**config.mk**
```make
export PLATFORM = sky130hd
export DESIGN_NAME = avalon_master_port
export DESIGN_NICKNAME = d
export VERILOG_FILES = /design/src/rtl/codes.sv /design/src/rtl/rr_arbiter.sv /design/src/rtl/avalon_master_port.sv
export SDC_FILE = /design/constraint.sdc
export NUM_CORES = 1
export LEC_CHECK = 0
export BUFFER_PORTS_ARGS = -buffer_cell sky130_fd_sc_hd__buf_2
export CORE_MARGIN = 2
export CORE_UTILIZATION = 47
export CTS_CLUSTER_SIZE = 14
export DETAILED_ROUTE_END_ITERATION = 8
export GPL_ROUTABILITY_DRIVEN = 1
export GPL_TIMING_DRIVEN = 0
export MAX_ROUTING_LAYER = met4
export PLACE_DENSITY_LB_ADDON = 0.3
export SLEW_MARGIN = 0
export SYNTH_ARGS = -nofsm -noshare
export SYNTH_HDL_FRONTEND = slang
export SYNTH_HIERARCHICAL = 1
export SYNTH_SLANG_ARGS = --single-unit
```
**constraint.sdc**
```tcl
create_clock -name clk -period 3.54 [get_ports clk]
set_clock_uncertainty 0.15 [all_clocks]
set_input_delay 0.354 -clock clk [delete_from_list [all_inputs] [get_ports clk]]
set_output_delay 0.354 -clock clk [all_outputs]
set_load 0.01 [all_outputs]
```
**src/rtl/codes.sv**
```systemverilog
// Shared encodings and lane helpers for the Avalon master port: access sizes, port states,
// byte-enable generation, store-data packing and load-data extraction.
package codes;

  typedef enum logic [1:0] {
    SIZE_BYTE = 2'd0,
    SIZE_HALF = 2'd1,
    SIZE_WORD = 2'd2,
    SIZE_RSVD = 2'd3
  } mem_size_t;

  typedef enum logic [1:0] {
    IDLE   = 2'd0,
    ACCESS = 2'd1,
    RESP   = 2'd2
  } port_state_t;

  function automatic logic is_misaligned(mem_size_t size, logic [1:0] off);
    return ((size == SIZE_HALF) && off[0]) ||
           ((size == SIZE_WORD) && (off != 2'b00)) ||
           (size == SIZE_RSVD);
  endfunction

  function automatic logic [3:0] lane_enable(mem_size_t size, logic [1:0] off);
    case (size)
      SIZE_BYTE: return 4'b0001 << off;
      SIZE_HALF: return 4'b0011 << off;
      default:   return 4'b1111;
    endcase
  endfunction

  // Data is replicated across lanes; byteenable picks the live ones.
  function automatic logic [31:0] pack_wdata(mem_size_t size, logic [31:0] wdata, logic big);
    case (size)
      SIZE_BYTE: return {4{wdata[7:0]}};
      SIZE_HALF: return big ? {2{wdata[7:0], wdata[15:8]}} : {2{wdata[15:0]}};
      default:   return big ? {wdata[7:0], wdata[15:8], wdata[23:16], wdata[31:24]} : wdata;
    endcase
  endfunction

  function automatic logic [31:0] extract_rdata(mem_size_t size, logic [1:0] off, logic sgn,
                                                logic [31:0] rdata, logic big);
    logic [7:0]  b;
    logic [15:0] p;
    logic [15:0] h;
    logic [31:0] res;
    case (off)
      2'd0:    b = rdata[7:0];
      2'd1:    b = rdata[15:8];
      2'd2:    b = rdata[23:16];
      default: b = rdata[31:24];
    endcase
    p = off[1] ? rdata[31:16] : rdata[15:0];
    h = big ? {p[7:0], p[15:8]} : p;
    case (size)
      SIZE_BYTE: res = {{24{sgn & b[7]}}, b};
      SIZE_HALF: res = {{16{sgn & h[15]}}, h};
      default:   res = big ? {rdata[7:0], rdata[15:8], rdata[23:16], rdata[31:24]} : rdata;
    endcase
    return res;
  endfunction

endpackage

```
**src/rtl/rr_arbiter.sv**
```systemverilog
// Combinational round-robin arbiter: grants the first request at or above ptr_i, wrapping to 0.
module rr_arbiter #(
  parameter int N  = 2,
  parameter int PW = (N > 1) ? $clog2(N) : 1
) (
  input  logic [N-1:0]  req_i,
  input  logic [PW-1:0] ptr_i,
  output logic [N-1:0]  grant_o,
  output logic [PW-1:0] grant_idx_o,
  output logic          any_o
);

  always_comb begin
    grant_idx_o = '0;
    any_o       = 1'b0;
    for (int j = 0; j < N; j++) begin
      if (!any_o && req_i[j] && (j >= int'(ptr_i))) begin
        any_o       = 1'b1;
        grant_idx_o = PW'(j);
      end
    end
    // Wrap-around pass for requests below the pointer.
    for (int j = 0; j < N; j++) begin
      if (!any_o && req_i[j]) begin
        any_o       = 1'b1;
        grant_idx_o = PW'(j);
      end
    end
    grant_o = any_o ? (N'(1) << grant_idx_o) : '0;
  end

endmodule

```
**src/rtl/avalon_master_port.sv**
```systemverilog
// Avalon-MM master shared by N_CHAN requesters: round-robin grant, waitrequest stall,
// byte-lane steering with optional big-endian swap, load extension and misalignment errors.
module avalon_master_port
  import codes::*;
#(
  parameter int N_CHAN     = 2,
  parameter int BIG_ENDIAN = 1
) (
  input  logic                 clk,
  input  logic                 reset,
  input  logic [N_CHAN-1:0]    req_valid_i,
  output logic [N_CHAN-1:0]    req_ready_o,
  input  logic [N_CHAN-1:0]    req_write_i,
  input  logic [2*N_CHAN-1:0]  req_size_i,
  input  logic [N_CHAN-1:0]    req_signed_i,
  input  logic [32*N_CHAN-1:0] req_addr_i,
  input  logic [32*N_CHAN-1:0] req_wdata_i,
  output logic [N_CHAN-1:0]    resp_valid_o,
  output logic                 resp_err_o,
  output logic [31:0]          resp_rdata_o,
  output logic                 busy_o,
  output logic [31:0]          address,
  output logic                 read,
  output logic                 write,
  input  logic                 waitrequest,
  output logic [31:0]          writedata,
  output logic [3:0]           byteenable,
  input  logic [31:0]          readdata
);

  localparam int PW = (N_CHAN > 1) ? $clog2(N_CHAN) : 1;
  localparam bit BE = (BIG_ENDIAN != 0);

  port_state_t r_state, w_next_state;
  logic [PW-1:0] r_rr_ptr, r_cur_chan;
  logic          r_cur_write, r_cur_signed, r_cur_err;
  mem_size_t     r_cur_size;
  logic [1:0]    r_cur_off;
  logic [31:0]   r_rdata;

  logic [N_CHAN-1:0] w_grant;
  logic [PW-1:0]     w_idx;
  logic              w_any;
  logic              w_sel_write, w_sel_signed, w_misal;
  mem_size_t         w_sel_size;
  logic [31:0]       w_sel_addr, w_sel_wdata;

  rr_arbiter #(.N(N_CHAN), .PW(PW)) u_arb (
    .req_i       (req_valid_i),
    .ptr_i       (r_rr_ptr),
    .grant_o     (w_grant),
    .grant_idx_o (w_idx),
    .any_o       (w_any)
  );

  assign w_sel_write  = req_write_i[w_idx];
  assign w_sel_signed = req_signed_i[w_idx];
  assign w_sel_size   = mem_size_t'(req_size_i[2*int'(w_idx) +: 2]);
  assign w_sel_addr   = req_addr_i[32*int'(w_idx) +: 32];
  assign w_sel_wdata  = req_wdata_i[32*int'(w_idx) +: 32];
  assign w_misal      = is_misaligned(w_sel_size, w_sel_addr[1:0]);

  always_ff @(posedge clk) begin
    if (reset) r_state <= IDLE;
    else       r_state <= w_next_state;
  end

  // Ready is gated by reset so a request is never acknowledged without being latched.
  always_comb begin
    w_next_state = r_state;
    req_ready_o  = '0;
    resp_valid_o = '0;
    case (r_state)
      IDLE: begin
        if (w_any && !reset) begin
          req_ready_o  = w_grant;
          w_next_state = w_misal ? RESP : ACCESS;
        end
      end
      ACCESS: if (!waitrequest) w_next_state = RESP;
      RESP: begin
        resp_valid_o = N_CHAN'(1) << r_cur_chan;
        w_next_state = IDLE;
      end
      default: w_next_state = IDLE;
    endcase
  end

  assign busy_o       = (r_state != IDLE);
  assign resp_err_o   = (r_state == RESP) && r_cur_err;
  assign resp_rdata_o = r_rdata;

  always_ff @(posedge clk) begin
    if (reset) begin
      r_rr_ptr     <= '0;
      r_cur_chan   <= '0;
      r_cur_write  <= 1'b0;
      r_cur_signed <= 1'b0;
      r_cur_err    <= 1'b0;
      r_cur_size   <= SIZE_BYTE;
      r_cur_off    <= 2'b00;
      r_rdata      <= '0;
      address      <= '0;
      read         <= 1'b0;
      write        <= 1'b0;
      writedata    <= '0;
      byteenable   <= '0;
    end else begin
      case (r_state)
        IDLE: begin
          if (w_any) begin
            r_rr_ptr     <= (w_idx == PW'(N_CHAN - 1)) ? '0 : w_idx + 1'b1;
            r_cur_chan   <= w_idx;
            r_cur_write  <= w_sel_write;
            r_cur_signed <= w_sel_signed;
            r_cur_err    <= w_misal;
            r_cur_size   <= w_sel_size;
            r_cur_off    <= w_sel_addr[1:0];
            r_rdata      <= '0;
            if (!w_misal) begin
              address    <= {w_sel_addr[31:2], 2'b00};
              read       <= !w_sel_write;
              write      <= w_sel_write;
              byteenable <= lane_enable(w_sel_size, w_sel_addr[1:0]);
              writedata  <= w_sel_write ? pack_wdata(w_sel_size, w_sel_wdata, BE) : '0;
            end
          end
        end
        ACCESS: begin
          if (!waitrequest) begin
            address    <= '0;
            read       <= 1'b0;
            write      <= 1'b0;
            writedata  <= '0;
            byteenable <= '0;
            if (!r_cur_write)
              r_rdata <= extract_rdata(r_cur_size, r_cur_off, r_cur_signed, readdata, BE);
          end
        end
        default: ;
      endcase
    end
  end

endmodule

```
==> results of run 1 <==
-- cell usage after synthesis, types with 2 or more instances --
library cell  count  area (um2)
dfxtp_1         111        2220
mux2i_1          51         510
nand2_1          44         165
a21oi_1          35         175
clkbuf_1         35         131
o211ai_1         27         203
a22o_1           23         201
o31ai_2          20         250
mux2_2           18         203
a22oi_1          17         128
nor2_1           16        60.1
a32o_1           15         150
buf_2            15        75.1
nor3_1           15        75.1
o21ai_0          15        75.1
nand2b_1         11        68.8
o2bb2ai_1        11        96.3
o21a_1           10        75.1
a211oi_1          9        67.6
mux4_2            8         180
a31oi_1           7        43.8
nand3_1           7        35.0
a221oi_1          6        52.6
o221ai_1          6        52.6
or3_1             6        37.5
inv_1             5        18.8
buf_4             4        30.0
buf_6             4        45.0
o31ai_1           4        30.0
a21boi_1          3        22.5
nand3b_1          3        22.5
a211o_1           2        17.5
a221o_1           2        20.0
and2_1            2        12.5
and3_1            2        12.5
and3b_1           2        17.5
mux2i_4           2        45.0
nor2b_1           2        12.5
o311ai_1          2        17.5
o32ai_1           2        17.5
or2_1             2        12.5
or2_2             2        12.5
-- power breakdown --
| group | internal, mW | switching (mW) |
|---|---|---|
| clock network | 0.583 | 0.460 |
| logic | 0.435 | 0.619 |
| registers | 1.36 | 0.0607 |
| total | 2.37 | 1.14 |
-- cell families after synthesis --
family          Yosys count
other cells               1
compound gates          219
buf+inv                  64
flops                   111
xor+xnor                  1
mux                      79
simple gates            122
-- flip-flops by register name (all words and copies together), names as in the netlist, 2 cells and up --
register,count
r_cur_off,2
r_cur_size,2
address,30
writedata,32
byteenable,4
resp_rdata_o,32
r_state,2
-- path summary, 6_finish.rpt --
kind	to	startpoint	cells past startpoint	slack (ps)
min reg2reg	resp_rdata_o[3]$_SDFFE_PP0P_	resp_rdata_o[3]$_SDFFE_PP0P_	2	310
max	writedata[1]$_SDFFE_PP0P_	r_rr_ptr$_SDFFE_PP0P_	9	730
max reg2reg	writedata[1]$_SDFFE_PP0P_	r_rr_ptr$_SDFFE_PP0P_	9	730
min	address[22]$_SDFFE_PP0P_	req_addr_i[22]	3	120
-- layout make-up --
class	instances	area, um2
Antenna cell	1	2.50
Sequential cell	111	2220
Timing Repair Buffer	277	1390
Buffer	59	285
Clock inverter	3	42.5
Multi-Input combinational cell	423	3320
Fill cell	1101	4320
Tap cell	168	210
Inverter	5	18.8
Clock buffer	12	256
-- worst register-to-register path: stages, from the launching register on --
cell       delay [ps]
dfxtp_1           350
inv_1              60
a21boi_1          350
buf_6             220
mux2i_4           370
nand3_4           150
a2111oi_4         500
buf_4             260
o311ai_1          160
o2bb2ai_1         170
-- layer usage --
metal  up-vias  global-route usage  part of all wire
met1      2818               0.348              0.43
li1       2888                   -                 -
met2       309               0.442              0.45
met5         -                   -                 0
met4         0               0.112             0.027
met3        45              0.0711             0.093
==> impl_metrics.csv, run 1 <==
group,metric,value,unit
floorplanning,chipWidth,115,um
floorplanning,start_util,0.484,
synth,yosys.area_share.simple,0.107,
worst_setup_path,path_buf_inv,3,
worst_setup_path,setup.worst_path.start_class,"flip-flop",
synth,synthMuxAreaShare,0.161,
floorplanning,boundaryPins,281,
run_status,status,"completed",
place,place_area,0.00744,mm2
cts,clock_latency,350,ps
timing,period_minus_slack,2810,ps
cells_and_area,stdcell_count,1059,
global_routing,grt_pass1_wl,28.4,mm
worst_setup_path,cp_cell_sequence,"inv_1, a21boi_1, buf_6, mux2i_4, nand3_4, a2111oi_4, buf_4, o311ai_1, o2bb2ai_1",
synth,synth_xor_area_frac,0.00150,
detailed_routing,wirelength,18.8,mm
floorplanning,core.rowCount,40,
power_and_ir_drop,irDropWorstVdd,0.265,mV
cts,clockBufferDepth,2,
cells_and_area,drive_gt1_frac,0.416,
timing,clock.fmax,356,MHz
floorplanning,die_area,0.0133,mm2
global_routing,antenna_found_initial,1,
place,hpwl,14.8,mm
global_routing,grt_use_total,0.282,
detailed_routing,drtIter0Drc,475,
timing,finalHoldViolCount,0,
cts,cts_hold_buf,0,
cts,clkSinkCount,111,
worst_hold_path,hold_class,"input port to flip-flop",
synth,synth_top_family_by_area,"compound AO/OA/AOI/OAI gates",
synth,synth_area_per_cell,9.78,um2
cts,root_buffer,"clkbuf_16",
worst_setup_path,cp.required,3670,ps
detailed_routing,drc,0,
floorplanning,die_h,115,um
cts,cts_tree,"done",
cells_and_area,layout.nets,1059,
timing,fin_crit_sh,0.794,
cells_and_area,layout_commonest_cell,"buf_2",
cts,cts_htree_levels,3,
synth,synth_compound_area_frac,0.298,
synth,async_reset_ff_frac,0,
detailed_routing,num_vias,6060,
cells_and_area,design_area,0.00774,mm2
power_and_ir_drop,p_leak,3.47,nW
worst_setup_path,worstSetupEndpointType,"flip-flop",
global_routing,grt_max_degree,17,
detailed_routing,ant_nets,0,
timing,rsz0062_at_grt,"no",
cts,cts_buffers,9,
synth,synth_cell_types,56,
flow_run,maxCapViolCount,0,
synth,synth_area,0.00584,mm2
place,gp_congestion,0.906,
worst_setup_path,worst-setup-path-type,"flip-flop to flip-flop",
synth,ys_seq_elements,111,
synth,ys.warnings.count,6,
power_and_ir_drop,power_density,454,mW/mm2
synth,synth_edf_count,0,
synth,synthAdderAreaFrac,0,
detailed_routing,post_drt_wl_per_cell,17.8,um
synth,synthCells,597,
detailed_routing,firstDrtPassIters,5,
cts,clkTransAtPathRegs,70,ps
timing,fin_setup_tns,0,ps
timing,setup_viol_count_final,0,
timing,setup_ws,730,ps
cts,cts_setup_buffers,0,
floorplanning,core_region_area,0.0121,mm2
global_routing,grt-ovfl-total,0,
worst_setup_path,arrival,2940,ps
place,place_inst,1043,
cells_and_area,fin_util,0.642,
timing,slew_viol_final,0,
timing,timing.hold.ws,118,ps
timing,maxSlewHeadroom,0.307,
worst_setup_path,critPathTopFamily,"compound AO/OA/AOI/OAI gates",
cells_and_area,syn2layout_area_growth,32.6,%
place,pre_cts_ws,656,ps
worst_setup_path,cpPeakStageDelay,500,ps
timing,worstMarginPinSlew,1040,ps
global_routing,grt_pass1_vias,5603,
place,portBuffers,277,
worst_setup_path,crit_fanout,10,
cells_and_area,final_cell_mix,"buf_2 (292), dfxtp_1 (111), mux2i_1 (51)",
cts,postCtsResizedCells,0,
worst_setup_path,slowest_stage,"a2111oi_4",
synth,seq_area_frac_synth,0.380,
synth,synth-main-ff-cell,"dfxtp_1",
power_and_ir_drop,p_total,3.52,mW
detailed_routing,vias_per_cell,5.72,
Note: power is estimated with default switching activity, not from simulation.
==> run 2, diff against run 1 <==
--- a/config.mk
+++ b/config.mk
@@ -7,7 +7,7 @@
 export LEC_CHECK = 0
 export BUFFER_PORTS_ARGS = -buffer_cell sky130_fd_sc_hd__buf_2
 export CORE_MARGIN = 2
-export CORE_UTILIZATION = 47
+export CORE_UTILIZATION = 42
 export CTS_CLUSTER_SIZE = 14
 export DETAILED_ROUTE_END_ITERATION = 8
 export GPL_ROUTABILITY_DRIVEN = 1
==> constraint.sdc (replaced) <==
create_clock -name clk -period 2.3 [get_ports clk]
set_clock_uncertainty 0.15 [all_clocks]
set_input_delay 0.23 -clock clk [delete_from_list [all_inputs] [get_ports clk]]
set_output_delay 0.23 -clock clk [all_outputs]
set_load 0.01 [all_outputs]
==> run 2 against run 1 <==
Effect of this change:
- the run now ends with setup timing left
- maximum frequency rose by 20%
- highest routed layer unchanged
- non-clock buffer count up 17
- largest power group unchanged
- count of clock-buffer cells in the layout decreased by 2
- wire length rose by 5.6%
==> impl_metrics.csv, run 2 (synthesis gave the netlist of run 1 again) <==
group,metric,value,unit
worst_setup_path,cp_cell_sequence,"inv_2, a21boi_4, buf_8, buf_4, mux2i_4, o21ai_4, and3_4, or2_1, buf_6, buf_12, o31ai_2",
timing,fin_crit_sh,1.02,
power_and_ir_drop,power_density,682,mW/mm2
detailed_routing,drc,0,
power_and_ir_drop,p_total,5.59,mW
run_status,status,"finished, violations left",
floorplanning,start_util,0.426,
timing,period_minus_slack,2340,ps
floorplanning,core_region_area,0.0137,mm2
detailed_routing,wirelength,19.9,mm
place,hpwl,15.0,mm
worst_setup_path,path_buf_inv,5,
cts,clkTransAtPathRegs,80,ps
cts,cts_htree_levels,3,
cells_and_area,drive_gt1_frac,0.458,
worst_hold_path,hold_depth,3,
global_routing,busiest_layer,"met2",
worst_setup_path,crit_cells,11,
timing,slew_viol_final,0,
detailed_routing,drtIter0Drc,419,
worst_setup_path,crit_fanout,10,
place,place_inst,1055,
worst_hold_path,min_from,"req_addr_i[14]",
detailed_routing,num_vias,6180,
floorplanning,die_area,0.0149,mm2
power_and_ir_drop,irDropWorstVdd,0.333,mV
floorplanning,die_h,122,um
floorplanning,boundaryPins,281,
detailed_routing,ant_nets,0,
cts,cts_buffers,9,
worst_setup_path,cp.required,2410,ps
cells_and_area,layout.nets,1076,
global_routing,met1_usage,0.337,
place,portBuffers,277,
cts,root_buffer,"clkbuf_16",
detailed_routing,firstDrtPassIters,5,
timing,setup_viol_count_final,47,
cts,cts_tree,"done",
timing,rsz0062_at_grt,"yes",
cts,clockBufferDepth,2,
power_and_ir_drop,p_leak,3.65,nW
cells_and_area,syn2layout_area_growth,40.3,%
global_routing,grt_pass1_wl,29.8,mm
timing,clock.fmax,427,MHz
worst_setup_path,reg2reg_depth,11,
worst_setup_path,r2r-end,"address[24]$_SDFFE_PP0P_",
flow_run,maxCapViolCount,0,
worst_setup_path,worstSetupEndpointType,"flip-flop",
global_routing,grt-ovfl-total,0,
worst_setup_path,setup.worst_path.start_class,"flip-flop",
worst_setup_path,arrival,2460,ps
timing,worstMarginPinSlew,1070,ps
timing,setup_ws,-44.1,ps
worst_setup_path,slowest_stage,"dfxtp_2",
floorplanning,core.rowCount,43,
worst_setup_path,timing.rr.start,"r_rr_ptr$_SDFFE_PP0P_",
worst_setup_path,worst-setup-path-type,"flip-flop to flip-flop",
timing,timing.hold.ws,4.44,ps
run_status,violations,"setup timing",
global_routing,grt_use_total,0.263,
cells_and_area,layout_commonest_cell,"buf_2",
global_routing,grt_use_met3,0.0463,
timing,maxSlewHeadroom,0.284,
global_routing,use_met2,0.411,
detailed_routing,vias_per_cell,5.66,
worst_hold_path,min_to,"address[14]$_SDFFE_PP0P_",
cts,clock_latency,350,ps
cts,clkSinkCount,111,
global_routing,grt_pass1_vias,5873,
timing,fin_setup_tns,-1230,ps
global_routing,antenna_found_initial,4,
worst_setup_path,cpPeakStageDelay,340,ps
worst_setup_path,reg2reg_slack,-40,ps
worst_setup_path,critPathTopFamily,"buffers and inverters",
cells_and_area,fill_cells,1299,
cells_and_area,stdcell_count,1092,
timing,finalHoldViolCount,0,
floorplanning,chipWidth,122,um
place,gp_congestion,0.909,
global_routing,grt_max_degree,18,
worst_hold_path,hold_class,"input port to flip-flop",
cells_and_area,final_cell_mix,"buf_2 (282), dfxtp_1 (109), mux2i_1 (49)",
detailed_routing,post_drt_wl_per_cell,18.2,um
## run 2: what timing repair did
| action | CTS | global route |
|---|---|---|
| cloned | 0 | 1 |
| endpoints found under the hold margin | 1 | 0 |
| resized for setup | 32 | 33 |
| hold buffers | 1 | 0 |
| setup endpoints to repair | 86 | 97 |
| pin swaps | 6 | 9 |
| buffers inserted | 12 | 6 |
## run 2: metal layers
metal / share of wire / up-vias
li1: - / 2929
met3: 0.074 / 48
met1: 0.44 / 2922
met2: 0.46 / 281
met5: 0 / -
met4: 0.028 / 0
## run 2: area by class of cell
class / count / area [um2] / area share
multi-input cells: 423 / 3450 / 0.422
flip-flops and latches: 111 / 2220 / 0.271
repair buffers: 297 / 1590 / 0.194
plain buffers: 56 / 373 / 0.0455
clock buffers: 10 / 239 / 0.0292
well taps: 180 / 225 / 0.0275
clock inverters: 6 / 60.1 / 0.00733
inverters: 5 / 18.8 / 0.00229
diodes: 4 / 10.0 / 0.00122
## run 2: worst reg2reg max path, delay by kind of cell, from the launching register on
kind,cells,cell delay (ps)
simple gates,2,430
mux,1,270
compound gates,3,440
buf+inv,5,640
flops,1,340
## run 2: per-stage QoR
stage | util | worst slack (ps) | instance area [um2]
global route | 0.597 | -156 | 8190
detailed placement | 0.545 | -360 | 7480
global placement | 0.545 | -349 | 7480
CTS | 0.583 | -44.7 | 8010
floorplan | - | 47.1 | 5860
finish | 0.597 | -44.1 | 8190
## run 2: worst max-delay path by stage
stage,to,from
after floorplan,writedata[17]$_SDFFE_PP0P_,r_rr_ptr$_SDFFE_PP0P_
after global placement,writedata[1]$_SDFFE_PP0P_,req_valid_i[0]
after detailed placement,writedata[17]$_SDFFE_PP0P_,req_valid_i[1]
after CTS,writedata[0]$_SDFFE_PP0P_,r_rr_ptr$_SDFFE_PP0P_
after global routing,writedata[0]$_SDFFE_PP0P_,r_rr_ptr$_SDFFE_PP0P_
final,address[24]$_SDFFE_PP0P_,r_rr_ptr$_SDFFE_PP0P_
## run 2: report_power, final
| part | total [mW] | switching, mW | internal, mW | leakage [nW] |
|---|---|---|---|---|
| clock | 1.60 | 0.734 | 0.870 | 0.144 |
| combinational | 1.79 | 1.01 | 0.783 | 2.60 |
| sequential | 2.20 | 0.108 | 2.09 | 0.904 |
| total | 5.59 | 1.85 | 3.74 | 3.65 |
